**src/rtl/comparator_pkg.sv**
```systemverilog
// Shared types and constants for the comparator BIST: state names, LFSR taps and seed,
// and the equality-forcing period.
package comparator_pkg;

    typedef enum logic [1:0] {
        IDLE  = 2'd0,
        WAIT  = 2'd1,
        CHECK = 2'd2,
        DONE  = 2'd3
    } state_e;

    // x^16 + x^14 + x^13 + x^11 + 1 -> feedback from bits 15, 13, 12, 10
    localparam logic [15:0] LFSR_POLY_TAPS  = 16'hB400;
    localparam logic [15:0] DEFAULT_SEED    = 16'hACE1;
    localparam int          EQ_FORCE_PERIOD = 4;

    function automatic logic [15:0] lfsr_next(input logic [15:0] s);
        return {s[14:0], ^(s & LFSR_POLY_TAPS)};
    endfunction

endpackage

```
**src/rtl/comparator_bist_if.sv**
```systemverilog
// Operand/flag bus between the BIST and the magnitude comparator under test.
interface comparator_bist_if #(
    parameter int WIDTH = 4
);
    logic [WIDTH-1:0] A;
    logic [WIDTH-1:0] B;
    logic             C;
    logic             D;
    logic             E;

    modport master (output A, output B, input C, input D, input E);
    modport slave  (input A, input B, output C, output D, output E);
endinterface

```
**src/rtl/bist_lfsr16.sv**
```systemverilog
// 16-bit Fibonacci LFSR; reset loads the seed, en advances one step.
module bist_lfsr16
    import comparator_pkg::*;
#(
    parameter logic [15:0] SEED = DEFAULT_SEED
) (
    input  logic        clk,
    input  logic        rst,
    input  logic        en,
    output logic [15:0] state
);

    logic [15:0] lfsr_q;
    logic [15:0] lfsr_d;

    always_comb begin
        lfsr_d = lfsr_q;
        if (en) begin
            lfsr_d = lfsr_next(lfsr_q);
        end
    end

    always_ff @(posedge clk or posedge rst) begin
        if (rst) begin
            lfsr_q <= SEED;
        end else begin
            lfsr_q <= lfsr_d;
        end
    end

    assign state = lfsr_q;

endmodule

```
**src/rtl/comparator_bist.sv**
```systemverilog
// Self-test driver/checker for a magnitude comparator: drives LFSR operand pairs,
// waits SETTLE cycles, checks the C/D/E flags and reports a pass/fail summary.
module comparator_bist
    import comparator_pkg::*;
#(
    parameter int          WIDTH       = 4,
    parameter int          NUM_VECTORS = 16,
    parameter int          SETTLE      = 1,
    parameter logic [15:0] SEED        = 16'hACE1
) (
    input  logic                     clk,
    input  logic                     rst,
    input  logic                     start,
    comparator_bist_if.master        cmp,
    output logic                     busy,
    output logic                     done,
    output logic                     pass,
    output logic [7:0]               err_count,
    output logic [7:0]               vec_count
);

    localparam logic [1:0]  S_IDLE    = IDLE;
    localparam logic [1:0]  S_WAIT    = WAIT;
    localparam logic [1:0]  S_CHECK   = CHECK;
    localparam logic [1:0]  S_DONE    = DONE;
    localparam logic [15:0] SEED_EFF  = (SEED == 16'h0000) ? DEFAULT_SEED : SEED;
    localparam logic [3:0]  SETTLE_LD = 4'(SETTLE - 1);
    localparam logic [7:0]  LAST_VEC  = 8'(NUM_VECTORS - 1);
    localparam logic [7:0]  EQ_PER    = 8'(EQ_FORCE_PERIOD);

    logic [1:0]       state_q, state_d;
    logic [3:0]       settle_q, settle_d;
    logic [WIDTH-1:0] a_q, a_d;
    logic [WIDTH-1:0] b_q, b_d;
    logic             busy_q, busy_d;
    logic             done_q, done_d;
    logic             pass_q, pass_d;
    logic [7:0]       err_q, err_d;
    logic [7:0]       vec_q, vec_d;

    logic [15:0]      lfsr_state;
    logic             lfsr_unused;
    logic             load_vec;
    logic [7:0]       load_idx;
    logic [2:0]       exp_flags;
    logic             mismatch;
    logic [7:0]       err_next;

    bist_lfsr16 #(.SEED(SEED_EFF)) u_lfsr (
        .clk   (clk),
        .rst   (rst),
        .en    (load_vec),
        .state (lfsr_state)
    );

    // Only the low and high slices feed the operands; middle bits just circulate.
    assign lfsr_unused = ^lfsr_state;

    assign exp_flags = {a_q > b_q, a_q == b_q, a_q < b_q};
    assign mismatch  = ({cmp.C, cmp.D, cmp.E} != exp_flags);
    assign err_next  = (mismatch && (err_q != 8'hFF)) ? err_q + 8'd1 : err_q;

    always_comb begin
        state_d  = state_q;
        settle_d = settle_q;
        a_d      = a_q;
        b_d      = b_q;
        busy_d   = busy_q;
        done_d   = done_q;
        pass_d   = pass_q;
        err_d    = err_q;
        vec_d    = vec_q;
        load_vec = 1'b0;
        load_idx = 8'd0;

        case (state_q)
            S_IDLE, S_DONE: begin
                if (start) begin
                    load_vec = 1'b1;
                    load_idx = 8'd0;
                    err_d    = 8'd0;
                    vec_d    = 8'd0;
                    busy_d   = 1'b1;
                    done_d   = 1'b0;
                    pass_d   = 1'b0;
                    settle_d = SETTLE_LD;
                    state_d  = S_WAIT;
                end
            end
            S_WAIT: begin
                if (settle_q == 4'd0) begin
                    state_d = S_CHECK;
                end else begin
                    settle_d = settle_q - 4'd1;
                end
            end
            S_CHECK: begin
                err_d = err_next;
                vec_d = vec_q + 8'd1;
                if (vec_q == LAST_VEC) begin
                    busy_d  = 1'b0;
                    done_d  = 1'b1;
                    pass_d  = (err_next == 8'd0);
                    state_d = S_DONE;
                end else begin
                    load_vec = 1'b1;
                    load_idx = vec_q + 8'd1;
                    settle_d = SETTLE_LD;
                    state_d  = S_WAIT;
                end
            end
            default: state_d = S_IDLE;
        endcase

        // Every EQ_PER-th vector mirrors A onto B so the equality flag gets exercised.
        if (load_vec) begin
            a_d = lfsr_state[WIDTH-1:0];
            if ((load_idx % EQ_PER) == (EQ_PER - 8'd1)) begin
                b_d = lfsr_state[WIDTH-1:0];
            end else begin
                b_d = lfsr_state[15 -: WIDTH];
            end
        end
    end

    always_ff @(posedge clk or posedge rst) begin
        if (rst) begin
            state_q  <= S_IDLE;
            settle_q <= 4'd0;
            a_q      <= '0;
            b_q      <= '0;
            busy_q   <= 1'b0;
            done_q   <= 1'b0;
            pass_q   <= 1'b0;
            err_q    <= 8'd0;
            vec_q    <= 8'd0;
        end else begin
            state_q  <= state_d;
            settle_q <= settle_d;
            a_q      <= a_d;
            b_q      <= b_d;
            busy_q   <= busy_d;
            done_q   <= done_d;
            pass_q   <= pass_d;
            err_q    <= err_d;
            vec_q    <= vec_d;
        end
    end

    assign cmp.A     = a_q;
    assign cmp.B     = b_q;
    assign busy      = busy_q;
    assign done      = done_q;
    assign pass      = pass_q;
    assign err_count = err_q;
    assign vec_count = vec_q;

endmodule

```
**src/flat_wrapper.sv**
```systemverilog
// flat-port wrapper written by rule: the top's interface ports become plain ports
module comparator_bist_flat import comparator_pkg::*;
#(
    parameter int          WIDTH       = 4,
    parameter int          NUM_VECTORS = 16,
    parameter int          SETTLE      = 1,
    parameter logic [15:0] SEED        = 16'hACE1
)
  (clk, rst, start, busy, done, pass, err_count, vec_count, cmp_A, cmp_B, cmp_C, cmp_D, cmp_E);
  comparator_bist_if #(.WIDTH(WIDTH)) cmp_i ();
  input  logic clk;
  input  logic rst;
  input  logic start;
  output logic busy;
  output logic done;
  output logic pass;
  output logic [7:0] err_count;
  output logic [7:0] vec_count;
  output wire logic [$bits(cmp_i.A)-1:0] cmp_A;
  output wire logic [$bits(cmp_i.B)-1:0] cmp_B;
  input wire logic [$bits(cmp_i.C)-1:0] cmp_C;
  input wire logic [$bits(cmp_i.D)-1:0] cmp_D;
  input wire logic [$bits(cmp_i.E)-1:0] cmp_E;
  assign cmp_A = cmp_i.A;
  assign cmp_B = cmp_i.B;
  assign cmp_i.C = cmp_C;
  assign cmp_i.D = cmp_D;
  assign cmp_i.E = cmp_E;
  comparator_bist #(.WIDTH(WIDTH), .NUM_VECTORS(NUM_VECTORS), .SETTLE(SETTLE), .SEED(SEED)) u_core (.clk(clk), .rst(rst), .start(start), .cmp(cmp_i), .busy(busy), .done(done), .pass(pass), .err_count(err_count), .vec_count(vec_count));
endmodule
```
**config.mk**
```make
export PLATFORM = sky130hd
export DESIGN_NAME = comparator_bist_flat
export DESIGN_NICKNAME = d
export VERILOG_FILES = /design/src/rtl/comparator_pkg.sv /design/src/rtl/comparator_bist_if.sv /design/src/rtl/bist_lfsr16.sv /design/src/rtl/comparator_bist.sv /design/src/flat_wrapper.sv
export SDC_FILE = /design/constraint.sdc
export NUM_CORES = 1
export LEC_CHECK = 0
export ABC_AREA = 1
export CAP_MARGIN = 5
export CORE_AREA = 4 4 90 92
export CTS_BUF_LIST = sky130_fd_sc_hd__clkbuf_8
export CTS_CLUSTER_DIAMETER = 100
export DETAILED_ROUTE_END_ITERATION = 10
export DIE_AREA = 0 0 94 96
export GPL_TIMING_DRIVEN = 0
export PLACE_DENSITY = 0.62
export SETUP_SLACK_MARGIN = 0.5
export SYNTH_ARGS = -nofsm -noshare
export SYNTH_HDL_FRONTEND = slang
export SYNTH_SLANG_ARGS = --single-unit
```
**constraint.sdc**
```tcl
create_clock -name clk -period 2.1 [get_ports clk]
set_input_delay 0.21 -clock clk [delete_from_list [all_inputs] [get_ports clk]]
set_output_delay 0.21 -clock clk [all_outputs]
set_load 0.05 [all_outputs]
```
==> flow_summary_export.csv <==
group,metric,value,unit
yosys,synth_top_area_cell,"dfrtp_1",
sta,setup_viol,0,
power_and_ir_drop,p_comb_frac,0.630,
global_routing,grt_max_degree,40,
sta,setup_ws,0.143,ns
power_and_ir_drop,finalPower,5.86,mW
power_and_ir_drop,vdd.ir_drop.worst,0.499,mV
sta,slew_headroom,0.667,
die,core_area,0.00721,mm^2
sta,tns,0,ns
global_routing,grt_overflow_total,0,
placed_design,hpwlAfterDp,3.89,mm
die,die_x,94,um
yosys,ys_seq_area_frac,0.458,
yosys,yosysWarnings,0,
route,dr_wl_met2,3.20,mm
placed_design,pre_cts_ws,0.143,ns
finish,nNetsFinal,412,
yosys,yosys-top-cells-area,"dfrtp_1 37%, nand2_1 12%, dfstp_2 8.5%",
yosys,ys_types,34,
sta,worst_slew_pin_slew,0.502,ns
yosys,synth.cells.most_frequent,"79 x nand2_1, 41 x inv_1, 37 x dfrtp_1, 35 x nor2_1, 13 x o22ai_1",
worst_setup_path,critPathCaptureType,"flop",
route,wl_met3,247,um
power_and_ir_drop,leakagePower,1.84,nW
power_and_ir_drop,power.density,1500,mW/mm^2
yosys,yosys_most_used_dff,"dfrtp_1",
route,drc,0,
power_and_ir_drop,clock_power_share,0.119,
power_and_ir_drop,pwr-share-seq,0.250,
die,ios,33,
global_routing,groute.usage.overall,0.141,
sta,layout_min_cycle_time,1.96,ns
route,routedWlPerCell,12.8,um
finish,multi_input_area,0.00151,mm^2
status,status,"complete, no violations",
route,drtIter0Drc,108,
yosys,synth_edf_count,0,
route,m1WireLength,2.83,mm
run,drv_cap,0,
yosys,ys_seq_elements,45,
route,drt-total-wl,6.36,mm
placed_design,dpl_cell_area,0.00308,mm^2
sta,worst_clock_skew,0.0128,ns
clocking,postCtsHoldBufs,0,
route,highest_layer,"met4",
die,die_area,0.00902,mm^2
clocking,cts_made_buffers,5,
yosys,syn-mean-instance-area,7.96,um^2
die,die_h,96,um
placed_design,gp_routability_congestion,0.846,
yosys,synth_cells,312,
worst_setup_path,path_class,"flop to flop",
clocking,cts_tree,"yes",
finish,fin_area,0.00391,mm^2
power_and_ir_drop,internal-power,3.15,mW
clocking,clk_path_buf_depth,2,
finish,area_delta_synth_final,57.6,%
clocking,clkLatencyLatePin,0.30,ns
clocking,clk_pin_slew,0.10,ns
finish,finish.utilization,0.542,
worst_setup_path,critPathArrivalTime,2.21,ns
route,ant_nets,0,
power_and_ir_drop,swShare,0.462,
die,start_util,0.344,
sta,fmax,0.511,GHz
yosys,synth.most_common_cell,"nand2_1",
global_routing,grt_pass1_vias,2301,
sta,slew_viol_final,0,
yosys,synthArstFlopShare,1.00,
finish,diodes,0,
yosys,synthesis.nets,329,
yosys,synth_top_area_share,0.373,
sta,rsz0062_at_grt,"yes",
global_routing,antenna_found_initial,0,
die,rows,31,
yosys,syn_area,0.00248,mm^2
finish,ff_latch_area,0.00115,mm^2
route,vias,2365,
clocking,cts.sinks,45,
global_routing,grt_pass1_wl,10.2,mm
placed_design,numPortBuffers,32,
route,vias_per_cell,4.78,
worst_hold_path,hold_path_class,"input pin to async pin",
finish,fillers,653,
clocking,root_buffer,"clkbuf_8",
worst_setup_path,crit_path_start_kind,"flop",
sta,finalHoldViolCount,0,
worst_setup_path,cp_max_fo,5,
worst_setup_path,reg2reg_setup_slack,0.14,ns
clocking,cts_max_level,2,
sta,fin_crit_sh,0.932,
power_and_ir_drop,netSwitchingPower,2.71,mW
route,firstDrtPassIters,5,
worst_setup_path,crit_required,2.35,ns
finish,drive_gt1_frac,0.487,
## metal layers
| layer | GRT usage | vias to the layer above |
|---|---|---|
| li1 | - | 1163 |
| met1 | 0.183 | 1146 |
| met2 | 0.232 | 49 |
| met3 | 0.0305 | 7 |
| met4 | 0.0517 | 0 |
| met5 | 0 | - |
## sequential cells by signal (all words and copies together), names as in the netlist
signal	cells
u_core.u_lfsr.state	16
u_core.err_count	8
u_core.vec_count	8
u_core.cmp.B	4
u_core.settle_q	4
u_core.state_q	2
u_core.busy	1
u_core.done	1
u_core.pass	1
## critical path, stage by stage (launching register included)
cell	delay, ns
dfrtp_2	0.42
inv_2	0.08
ha_4	0.21
nand2_2	0.06
nand2_1	0.06
nand2_2	0.06
nand2_2	0.07
nor2_1	0.18
nor2_4	0.06
nand2_4	0.10
buf_6	0.12
nand3_1	0.10
nand2_2	0.12
nand3_2	0.07
nor2_2	0.11
nand2_1	0.06
nand2_1	0.06
## cell usage in the layout (no fill, tap or decap), types with 3 or more instances in the layout
cell	Yosys	final
dfrtp_1	37	25
buf_8	0	3
dfrtp_2	0	11
nor2_2	2	3
o21ai_2	2	10
inv_2	5	16
nor3_1	7	6
clkbuf_8	0	8
buf_6	1	18
clkdlybuf4s50_1	0	5
dlygate4sd2_1	0	23
ha_1	11	4
o21ai_1	2	3
nand2_4	1	8
nand2_1	79	45
o22ai_2	0	6
inv_1	41	30
a21oi_1	11	9
nor2_1	35	25
clkbuf_2	0	5
nand3_1	11	7
xor2_1	5	5
nand2_2	5	32
dfstp_2	8	8
o22ai_1	13	7
nand3_2	1	5
buf_4	4	25
nand4_1	3	3
nor2_4	1	10
ha_4	0	5
## what timing repair did
action,4_1_cts,5_1_grt
setup endpoints to repair,65,44
gates resized for setup,65,97
gates cloned,4,1
buffers inserted,24,14
endpoints found under the hold margin,0,0
pin swaps,16,36
## logic make-up (layout without fill, tap and decap cells)
family          Yosys count  in the layout  synth area share
simple gates            152            152             0.273
flops                    45             45             0.458
buf+inv                  56            140            0.0948
compound gates           42             42            0.0983
fa+ha+maj                11             11            0.0554
xor+xnor                  6              6            0.0212
## power by group through the flow
stage | Combinational (mW) | Clock, mW | Sequential [mW]
global placement | 2.59 | 0 | 1.48
finish | 3.69 | 0.698 | 1.47
CTS | 3.14 | 0.716 | 1.44
floorplan | 1.73 | 0 | 1.75
global route | 4.05 | 0.750 | 1.51
detailed placement | 2.64 | 0 | 1.48
## path summary, 6_finish.rpt
| check | depth (start not counted) | to | startpoint |
|---|---|---|---|
| worst max-delay path | 16 | u_core.pass$_DFFE_PP0P_ | u_core.cmp.B[1]$_DFFE_PP0P_ |
| worst min-delay path | 2 | u_core.u_lfsr.state[4]$_DFFE_PP0P_ | rst |
| worst max register to register | 16 | u_core.pass$_DFFE_PP0P_ | u_core.cmp.B[1]$_DFFE_PP0P_ |
| min in group clk | 2 | u_core.u_lfsr.state[6]$_DFFE_PP1P_ | u_core.u_lfsr.state[6]$_DFFE_PP1P_ |
| max in group asynchronous | 3 | u_core.u_lfsr.state[13]$_DFFE_PP1P_ | rst |
| worst min register to register | 2 | u_core.u_lfsr.state[6]$_DFFE_PP1P_ | u_core.u_lfsr.state[6]$_DFFE_PP1P_ |
## through the flow
stage	hold WS, ns	cells
after global routing	0.125	495
after CTS	0.110	480
after detailed placement	0.443	444
after global placement	0.450	443
after floorplan	0.442	312
final	0.114	495
## cell type report
class / instances / share of cell area
Buffer: 9 / 0.0230
Clock buffer: 6 / 0.0211
Clock inverter: 2 / 0.00960
Inverter: 47 / 0.0483
Multi-Input combinational cell: 211 / 0.386
Sequential cell: 45 / 0.295
Tap cell: 99 / 0.0317
Timing Repair Buffer: 75 / 0.183
Timing Repair inverter: 1 / 0.00192
Note: power is estimated with default switching activity, not from simulation.
